**src/rtl/pool_window_feeder.sv**
```systemverilog
// Purpose : streaming 2x2/stride-2 window assembler for the average pooler, plus result capture.
// Latency : 2 edges from the window-completing pixel to out_valid (1 edge to pool_start).
// Backpres: none; every in_valid pixel is accepted, and a window is dropped if pool_finish is low.
//
// Ports: clk/rst_n (async active-low); in_valid/in_pixel pixel stream (row-major, signed 16b);
//        pool_start + win_00..win_11 to the pooler; pool_finish/pool_pixel back from it;
//        out_valid/out_pixel/out_last pooled output stream with end-of-frame marker.
module pool_window_feeder #(
    parameter int W = 28,
    parameter int H = 28
) (
    input  logic        clk,
    input  logic        rst_n,
    input  logic        in_valid,
    input  logic [15:0] in_pixel,
    output logic        pool_start,
    output logic [15:0] win_00,
    output logic [15:0] win_01,
    output logic [15:0] win_10,
    output logic [15:0] win_11,
    input  logic        pool_finish,
    input  logic [13:0] pool_pixel,
    output logic        out_valid,
    output logic [13:0] out_pixel,
    output logic        out_last
);

    localparam int CW = (W > 2) ? $clog2(W) : 1;
    localparam int RW = (H > 2) ? $clog2(H) : 1;

    // FILL = even row (buffer the line), ISSUE = odd row (emit windows)
    typedef enum logic {FILL, ISSUE} state_t;

    state_t          state_q, state_d;
    logic [CW-1:0]   col_q, col_d;
    logic [RW-1:0]   row_q, row_d;
    logic            issue;
    logic            col_wrap;
    logic            frame_end;

    logic [15:0]     line_q [W];
    logic [15:0]     prev_q;
    logic [15:0]     win_00_q, win_01_q, win_10_q, win_11_q;
    logic            pool_start_q;
    logic            last_win_q;
    logic            out_valid_q;
    logic            out_last_q;
    logic [13:0]     out_pixel_q;
    logic            capture;

    assign col_wrap  = in_valid && (col_q == CW'(W - 1));
    assign frame_end = col_wrap && (row_q == RW'(H - 1));

    always_comb begin
        state_d = state_q;
        col_d   = col_q;
        row_d   = row_q;
        issue   = 1'b0;
        if (in_valid) begin
            issue = (state_q == ISSUE) && col_q[0];
            if (col_wrap) begin
                col_d = '0;
                if (frame_end) begin
                    row_d   = '0;
                    state_d = FILL;
                end else begin
                    row_d   = row_q + 1'b1;
                    state_d = (state_q == FILL) ? ISSUE : FILL;
                end
            end else begin
                col_d = col_q + 1'b1;
            end
        end
    end

    always_ff @(posedge clk or negedge rst_n) begin
        if (!rst_n) begin
            state_q <= FILL;
            col_q   <= '0;
            row_q   <= '0;
        end else begin
            state_q <= state_d;
            col_q   <= col_d;
            row_q   <= row_d;
        end
    end

    // Line storage is don't-care after reset, so it carries no reset term.
    always_ff @(posedge clk) begin
        if (in_valid && (state_q == FILL)) begin
            line_q[col_q] <= in_pixel;
        end
    end

    // The pooler answers combinationally while pool_start is high, so the
    // capture decision uses the registered start and the live finish.
    assign capture = pool_start_q && pool_finish;

    always_ff @(posedge clk or negedge rst_n) begin
        if (!rst_n) begin
            prev_q       <= '0;
            win_00_q     <= '0;
            win_01_q     <= '0;
            win_10_q     <= '0;
            win_11_q     <= '0;
            pool_start_q <= 1'b0;
            last_win_q   <= 1'b0;
            out_valid_q  <= 1'b0;
            out_last_q   <= 1'b0;
            out_pixel_q  <= '0;
        end else begin
            if (in_valid && !col_q[0]) begin
                prev_q <= in_pixel;
            end
            // Windows are >= 2 accepted pixels apart, so this is always a 1-cycle pulse.
            pool_start_q <= issue;
            if (issue) begin
                // col_q is odd here, so col-1 is col with bit 0 cleared.
                win_00_q   <= line_q[{col_q[CW-1:1], 1'b0}];
                win_01_q   <= line_q[col_q];
                win_10_q   <= prev_q;
                win_11_q   <= in_pixel;
                last_win_q <= frame_end;
            end
            out_valid_q <= capture;
            out_last_q  <= capture && last_win_q;
            if (capture) begin
                out_pixel_q <= pool_pixel;
            end
        end
    end

    assign pool_start = pool_start_q;
    assign win_00     = win_00_q;
    assign win_01     = win_01_q;
    assign win_10     = win_10_q;
    assign win_11     = win_11_q;
    assign out_valid  = out_valid_q;
    assign out_pixel  = out_pixel_q;
    assign out_last   = out_last_q;

endmodule
```
**config.mk**
```make
export PLATFORM = sky130hd
export DESIGN_NAME = pool_window_feeder
export DESIGN_NICKNAME = d
export VERILOG_FILES = /design/src/rtl/pool_window_feeder.sv
export SDC_FILE = /design/constraint.sdc
export NUM_CORES = 1
export LEC_CHECK = 0
export CORE_MARGIN = 5
export CORE_UTILIZATION = 60
export CTS_CLUSTER_SIZE = 40
export DETAILED_ROUTE_END_ITERATION = 7
export PLACE_DENSITY = 0.77
export SYNTH_ARGS = -nofsm -noshare
export SYNTH_HDL_FRONTEND = slang
export SYNTH_SLANG_ARGS = --single-unit
```
**constraint.sdc**
```tcl
create_clock -name clk -period 6.9 [get_ports clk]
set_input_delay 1.38 -clock clk [delete_from_list [all_inputs] [get_ports clk]]
set_output_delay 1.38 -clock clk [all_outputs]
set_load 0.005 [all_outputs]
```
==> results.toml, run 1 <==
[status]
status = "completed"

[setup_path]
start_kind = "flip-flop"
cp-end-kind = "flip-flop"
required_ns = 7.35
arrival_ns = 4.11
path_class = "reg -> reg"
cp_max_fo = 39

[cells_and_area]
num-fill-cells = 2179
area_growth_pct = 15.7
diodes = 0
drive_above_1_share_pct = 19.7
nets = 1379
layout.cells.non_filler = 1845
fin_area_um2 = 25100

[timing]
final-max-slew-violation-count = 0
fin_skew_ns = 0.0228
relSlewSlack_pct = 9.09
finalSetupViolCount = 0
final.min_clock_period_ns = 3.65
fin_tns_setup_ns = 0
timing.fmax_mhz = 274
final_hold_viol_count = 0
min_period_over_period_pct = 52.9
fin_ws_ns = 3.25
worst_pin_slew_ns = 1.36
rsz0062_at_grt = "no"

[synthesis]
synth_ff_type = "edfxtp_1"
synthTopCellsByArea = "edfxtp_1 (62%), dfrtp_1 (13%), mux4_2 (11%), nand2_1 (2.9%), mux2i_1 (2.2%)"
synth_xor_area_share_pct = 0.0403
muxShareOfSynthArea_pct = 15.7
avgSynthCellArea_um2 = 18.3
synth_nets = 1222
synth_top_family_by_area = "multiplexers"
synth-compound-area-share_pct = 2.47
synthAdderAreaFrac_pct = 0.288
yosysSeqAreaShare_pct = 74.5
synth-seq-cells = 557
netlist_area_um2 = 21700
yosysTopAreaCellShare_pct = 62.0
synth_top_area_cell = "edfxtp_1"
ys_warn_count = 0
synthCells = 1183
synthSimpleGateAreaFrac_pct = 5.08
synth_edf_count = 448
ys_types = 49
async_reset_ff_share_pct = 19.6

[clock_tree]
cts_setup_buffers = 0
clock-sinks = 557
ctsResizeCount = 0
cts_buffer_depth = 3
path_clk_slew_ns = 0.06
cts_htree_levels = 2
cts_buffers = 53
insertion_delay_ns = 0.58
cts_hold_buffers = 0
cts_tree = "done"
cts_root_buffer = "clkbuf_16"

[drt]
wl_per_cell_um = 27.9
drt_iter0_markers = 1381
first_pass_iters = 5
drt.antenna.violating_nets = 0
viasPerCell = 6.35
drc_errors = 0
dr_total_vias = 11700
routed_wl_um = 51500

[die]
fp.dieW_um = 200
row_count = 69
dieHeight_um = 200
pin_count = 115
dieArea_um2 = 40100
start_util_pct = 60.9
core_area_um2 = 35700

[placed_design]
port_buffers = 114
placed_cell_area_um2 = 23500
place_congestion = 0.826
place_hpwl_um = 31200
pre_cts_ws_ns = 2.93
dp.cells = 1746

[global_routing]
grt_pass1_wl_um = 77100
grt_util_all_layers_pct = 25.7
grt_max_degree = 78
antenna_found_initial = 0
grt_pass1_vias = 11900
grt_overflow = 0

[power_and_ir_drop]
p_per_area_nw_per_um2 = 387
worst_ir_drop_vdd_mv = 0.231
leakagePower_nw = 8.78

[run]
max_cap_viol_count = 0

[min_path]
worstHoldPathType = "reg -> reg"
==> state kept, by name, summed over array words and instances (netlist names) <==
register    count
prev_q         16
line_q        448
col_q           5
out_valid       1
out_last        1
win_01         16
out_pixel      14
state_q         1
win_10         16
win_11         16
last_win_q      1
row_q           5
pool_start      1
win_00         16
==> cell type report <==
type	count	area, um2	share of cell area [%]
clock buffer	76	1470	5.86
clock inverter	23	176	0.702
inverter	9	33.8	0.134
multi-input combinational	553	5140	20.5
sequential	557	16200	64.4
tap	461	577	2.30
timing repair buffer	166	1530	6.09
==> report_power, final <==
part | total (mW) | switching, mW | internal (mW) | leakage, nW
Combinational | 2.64 | 1.31 | 1.33 | 2.60
Sequential | 4.31 | 0.289 | 4.02 | 5.37
Clock | 2.76 | 1.20 | 1.56 | 0.813
Total | 9.71 | 2.80 | 6.91 | 8.78
==> routing by layer <==
layer / GRT usage, % / routed length [um] / share of wire, % / vias up
li1: - / - / - / 4922
met1: 36.2 / 19700 / 38 / 6020
met2: 41.9 / 25400 / 49 / 680
met3: 5.56 / 5030 / 9.8 / 95
met4: 7.01 / 1330 / 2.6 / 0
met5: 0 / 0 / 0 / -
==> worst paths after layout <==
kind                                start         to  slack (ns)  cells past startpoint
worst max-delay path             col_q[1]  win_00[0]        3.25                      6
worst min-delay path            prev_q[4]  win_10[4]        0.46                      2
worst max register to register   col_q[1]  win_00[0]        3.25                      6
worst min register to register  prev_q[4]  win_10[4]        0.46                      2
max in group asynchronous           rst_n   col_q[2]        4.66                      2
min in group asynchronous           rst_n  win_01[5]        0.83                      1
==> per-stage QoR <==
| stage | hold slack [ns] | util (%) | power [mW] |
|---|---|---|---|
| after floorplan | 0.432 | - | 5.94 |
| after global placement | 0.444 | 65.8 | 6.95 |
| after global routing | 0.492 | 70.5 | 10.1 |
| final | 0.461 | 70.5 | 9.71 |
| after detailed placement | 0.448 | 65.8 | 7.01 |
| after CTS | 0.459 | 70.5 | 9.76 |
==> kinds of logic after synthesis <==
kind of cell | after synthesis
AND/OR/NAND/NOR | 267
AO/OA/AOI/OAI | 80
multiplexers | 200
XOR/XNOR | 1
flip-flops | 557
buffers and inverters | 73
adder cells (fa/ha/maj) | 5
==> cells in the final DEF, fill, tap and decap left out, types with 5 or more instances in the layout <==
cell | synthesis | routed
clkinv_2 | 0 | 11
o221ai_1 | 5 | 5
edfxtp_1 | 448 | 448
nand2_1 | 170 | 170
mux2i_1 | 47 | 47
mux4_2 | 108 | 108
a31oi_1 | 7 | 7
clkbuf_16 | 0 | 53
clkdlybuf4s50_1 | 0 | 113
buf_4 | 10 | 53
o22ai_1 | 14 | 14
mux2_2 | 24 | 24
nand3_1 | 11 | 10
clkbuf_8 | 0 | 6
clkbuf_1 | 18 | 17
o21ai_0 | 8 | 8
clkinv_1 | 0 | 5
nor2b_1 | 6 | 6
ha_1 | 5 | 5
inv_1 | 7 | 7
dfrtp_1 | 109 | 107
a21oi_1 | 15 | 15
nor2_1 | 54 | 54
mux2_1 | 21 | 21
==> critical path, cell delays in order, from the launching register on <==
cell	delay, ns
dfrtp_4	0.86
buf_4	0.66
buf_4	0.67
mux4_2	0.59
mux4_2	0.49
nand2_1	0.11
nand2_1	0.07
==> synth_stat cells (2+ instances only) <==
cell and number:
o221ai_1 5, o31ai_1 3, o21ai_1 4, a221oi_1 3
ha_1 5, o22ai_1 14, or3b_1 2, buf_1 4
mux4_2 108, a31oi_1 7, mux2_1 21, a211o_1 2
a21oi_1 15, dfrtp_1 109, mux2_2 24, buf_4 10
o22a_1 4, a211oi_1 4, a22oi_1 2, o21ai_0 8
or3_1 4, clkbuf_1 18, buf_6 9, nand2_1 170
nor2b_1 6, mux2i_1 47, inv_1 7, a31o_1 4
edfxtp_1 448, nor2_1 54, nand3b_1 3, nor3_1 6
buf_2 23, inv_2 2, nand2b_1 4, nand3_1 11
Power figures use the tool's default switching activity.
==> inputs of run 2 (changes only) <==
- CORE_UTILIZATION: 60 -> 54
- PLACE_DENSITY: 0.77 -> 0.73
- clock period: 6.9 -> 3.1 ns (I/O delays scaled with it)
==> run 2 against run 1 <==
Net effect: clock skew is 0.0048 ns lower; critical endpoint is now line_q[3][2]; largest power group unchanged; utilization is 5.9 points lower; clock power is 130% higher; maximum frequency is 42% higher.
==> results.toml, run 2 (synthesis results as in run 1) <==
[status]
status = "completed"

[global_routing]
grt_util_all_layers_pct = 24.3
grt_max_degree = 67
grt_pass1_wl_um = 78800
antenna_found_initial = 0
grt_pass1_vias = 11700
grt_overflow = 0

[timing]
whs_ns = 0.0562
timing.fmax_mhz = 388
final_hold_viol_count = 0
min_period_over_period_pct = 83.1
final.min_clock_period_ns = 2.58
rsz0062_at_grt = "no"
final-max-slew-violation-count = 0
fin_skew_ns = 0.0180
fin_tns_setup_ns = 0
worst_pin_slew_ns = 0.983
relSlewSlack_pct = 34.3
finalSetupViolCount = 0

[clock_tree]
cts_root_buffer = "clkbuf_16"
clock-sinks = 557
cts_tree = "done"
cts_hold_buffers = 0
cts_htree_levels = 2
cts_buffers = 53
ctsResizeCount = 0
cts_buffer_depth = 3
path_clk_slew_ns = 0.06
insertion_delay_ns = 0.60
cts_setup_buffers = 0

[setup_path]
path_class = "reg -> reg"
cp.buffers_inverters = 1
cp_max_fo = 30
start_kind = "flip-flop"
cpPeakStageDelay_ns = 0.86
cp-end-kind = "flip-flop"
worstPathCellList = "ha_1 > nand2_1 > or2_1 > nor2_1 > buf_4"
arrival_ns = 2.86
required_ns = 3.38
cp_top_family = "flip-flops"
slowest_stage = "dfrtp_4"

[drt]
first_pass_iters = 5
viasPerCell = 6.08
drt_iter0_markers = 1401
wl_per_cell_um = 27.5
dr_total_vias = 11800
drt.antenna.violating_nets = 0
routed_wl_um = 53700
drc_errors = 0

[placed_design]
dp.cells = 1850
port_buffers = 114
place_congestion = 0.860
place_hpwl_um = 35400

[cells_and_area]
layout_commonest_cell = "edfxtp_1"
num-fill-cells = 2715
diodes = 0
regMostFlops = "line_q"
layout.cells.non_filler = 1949
layout_common_cells = "edfxtp_1 (448), nand2_1 (170), clkdlybuf4s50_1 (113)"
largest_register_ff_count = 448
area_growth_pct = 18.2
final_util_pct = 64.6
nets = 1419
drive_above_1_share_pct = 21.8

[die]
core_area_um2 = 39700
start_util_pct = 54.6
row_count = 73
dieArea_um2 = 44300
pin_count = 115
fp.dieW_um = 210
dieHeight_um = 210

[power_and_ir_drop]
worst_ir_drop_vdd_mv = 0.457
p_per_area_nw_per_um2 = 864
post-layout-total-power_mw = 22.2
leakagePower_nw = 9.04

[min_path]
worstHoldPathType = "in -> async"

[run]
max_cap_viol_count = 0
==> run 2: routing by layer <==
layer / GRT usage [%] / part of all wire (%)
met1: 34.3 / 39
met2: 39.4 / 50
met3: 4.45 / 8.6
met4: 7.82 / 2.9
met5: 0 / 0
==> run 2: worst register-to-register path: stages, from the launching register on <==
cell,delay (ns)
dfrtp_4,0.86
ha_1,0.32
nand2_1,0.12
or2_1,0.41
nor2_1,0.28
buf_4,0.29
==> run 2: final timing paths <==
check / from / to / slack, ns / cells past startpoint
setup / recovery: col_q[1] / line_q[3][2] / 0.52 / 5
hold / removal: rst_n / win_00[6] / 0.06 / 1
setup reg to reg: col_q[1] / line_q[3][2] / 0.52 / 5
hold reg to reg: prev_q[12] / win_10[12] / 0.46 / 2
max in group asynchronous: rst_n / col_q[1] / 2.31 / 2
min in group clk: prev_q[12] / win_10[12] / 0.46 / 2
==> run 2: through the flow <==
step,worst slack (ns),instance area (um2)
2_1_floorplan,0.146,21700
3_3_place_gp,0.452,24000
3_5_place_dp,0.405,24000
4_1_cts,0.505,25700
5_1_grt,0.389,25700
6_report,0.523,25700
==> run 2: layout make-up <==
| class | instances | area (um2) | share of cell area (%) |
|---|---|---|---|
| inverter | 9 | 33.8 | 0.132 |
| multi-input combinational | 553 | 5140 | 20.0 |
| timing repair buffer | 206 | 1970 | 7.66 |
| tap | 525 | 657 | 2.56 |
| sequential | 557 | 16200 | 63.1 |
| clock buffer | 73 | 1490 | 5.82 |
| clock inverter | 26 | 179 | 0.697 |
==> run 2: where the power goes <==
group | leakage (nW) | switching (mW) | internal, mW | total (mW)
Combinational | 2.84 | 3.16 | 3.18 | 6.34
Clock | 0.829 | 2.69 | 3.53 | 6.22
Sequential | 5.37 | 0.668 | 8.94 | 9.61
==> inputs of run 3 (changes only) <==
- CORE_UTILIZATION: 54 -> 60
- PLACE_DENSITY: 0.73 -> 0.77
- clock period: 3.1 -> 2.6 ns (I/O delays scaled with it)
==> run 3 against run 2 <==
Net effect: combinational power up 24%; worst setup slack got worse by 0.25 ns; non-clock buffer count is 22 higher; wire length grew 1.5%; critical endpoint is now win_01[6]; largest power group unchanged.
==> results.toml, run 3 (synthesis results as in run 1) <==
[placed_design]
place_hpwl_um = 35400
port_buffers = 114
place_congestion = 0.868
pre_cts_ws_ns = 0.163

[setup_path]
rrSetupSlack_ns = 0.27
rr_startpoint = "col_q[1]"
cp-end-kind = "flip-flop"
rr_worst_depth = 6
endpoint = "win_01[6]"
reg2reg_to = "win_01[6]"
path_class = "reg -> reg"
cp_max_fo = 28
start_kind = "flip-flop"
required_ns = 3.06
arrival_ns = 2.79
setup.worst_path.start = "col_q[1]"

[timing]
fin_skew_ns = 0.0321
relSlewSlack_pct = 51.7
fin_tns_setup_ns = 0
finalSetupViolCount = 0
worst_pin_slew_ns = 0.724
timing.fmax_mhz = 430
rsz0062_at_grt = "no"
final-max-slew-violation-count = 0
min_period_over_period_pct = 89.5
fin_ws_ns = 0.273
final_hold_viol_count = 0
final.min_clock_period_ns = 2.33

[drt]
wl_met2_um = 26500
drt_iter0_markers = 1306
viasPerCell = 6.35
dr_total_vias = 12100
routed_wl_um = 54500
wl_per_cell_um = 28.5
routed-wl-met3_um = 5740
drt.antenna.violating_nets = 0
drc_errors = 0
wl_met1_um = 20100
top_layer = "met4"
first_pass_iters = 5

[die]
dieArea_um2 = 40100
pin_count = 115
fp.dieW_um = 200
dieHeight_um = 200
row_count = 69
core_area_um2 = 35700
start_util_pct = 60.9

[power_and_ir_drop]
worst_ir_drop_vdd_mv = 0.670
p_per_area_nw_per_um2 = 1060
leakagePower_nw = 9.30

[clock_tree]
cts_buffer_depth = 3
ctsResizeCount = 0
cts_buffers = 55
cts_htree_levels = 2
path_clk_slew_ns = 0.06
clock-sinks = 557
cts_tree = "done"
cts_setup_buffers = 0
cts_root_buffer = "clkbuf_16"
insertion_delay_ns = 0.60

[global_routing]
grt_util_all_layers_pct = 27.3
grt_max_degree = 62
grt_pass1_vias = 12400
antenna_found_initial = 2
grt_pass1_wl_um = 81200
grt_overflow = 0

[cells_and_area]
regMostFlops = "line_q"
layout_commonest_cell = "edfxtp_1"
drive_above_1_share_pct = 23.9
nets = 1443
largest_register_ff_count = 448
area_growth_pct = 20.1
layout_common_cells = "edfxtp_1 (448), nand2_1 (170), clkdlybuf4s50_1 (113)"

[run]
max_cap_viol_count = 0

[status]
status = "completed"

[min_path]
worstHoldPathType = "reg -> reg"
## run 3: layout make-up
type	instances	area, um2
repair buffers	228	2160
well taps	461	577
diodes	2	5.00
clock buffers	66	1490
flip-flops and latches	557	16200
multi-input cells	553	5140
clock inverters	35	474
fillers	2085	9580
inverters	9	33.8
## run 3: how the worst min path moves through the flow
| stage | start | end | slack, ns | depth (start not counted) |
|---|---|---|---|---|
| finish | prev_q[8] | win_10[8] | 0.46 | 2 |
| global route | prev_q[4] | win_10[4] | 0.49 | 2 |
| CTS | prev_q[5] | win_10[5] | 0.47 | 2 |
| detailed placement | prev_q[1] | win_10[1] | 0.45 | 2 |
| global placement | prev_q[4] | win_10[4] | 0.44 | 2 |
| floorplan | rst_n | col_q[0] | 0.22 | 0 |
## run 3: stage by stage
step | instance area (um2) | hold WS, ns | power, mW | cells | utilization (%)
after global placement | 24100 | 0.442 | 19.2 | 1807 | 67.6
after CTS | 26100 | 0.468 | 27.9 | 1909 | 73.1
after floorplan | 21700 | 0.224 | 15.8 | 1183 | -
after detailed placement | 24100 | 0.451 | 19.3 | 1807 | 67.6
final | 26100 | 0.464 | 27.7 | 1911 | 73.1
after global routing | 26100 | 0.491 | 28.8 | 1910 | 73.1
## run 3: worst max-delay path, stage by stage, from the launching register on
cell	delay [ns]
dfrtp_4	0.57
buf_12	0.26
buf_4	0.29
mux4_2	0.37
mux4_2	0.54
nand2_1	0.11
nand2_1	0.05
## run 3: routing by layer
metal,track usage [%],vias to the layer above
met5,0,-
met4,10.4,0
met3,6.92,127
met2,43.5,740
met1,37.1,6214
li1,-,5052
## run 3: report_power, final
group | internal [mW] | leakage, nW | switching [mW]
registers | 10.7 | 5.37 | 0.670
logic | 3.90 | 2.96 | 3.99
clock network | 5.19 | 0.967 | 3.33
## run 3: repair_timing
| item | CTS | global route |
|---|---|---|
| endpoints found under the hold margin | 46 | 0 |
| setup endpoints to repair | 0 | 0 |
| hold buffers | 1 | 0 |
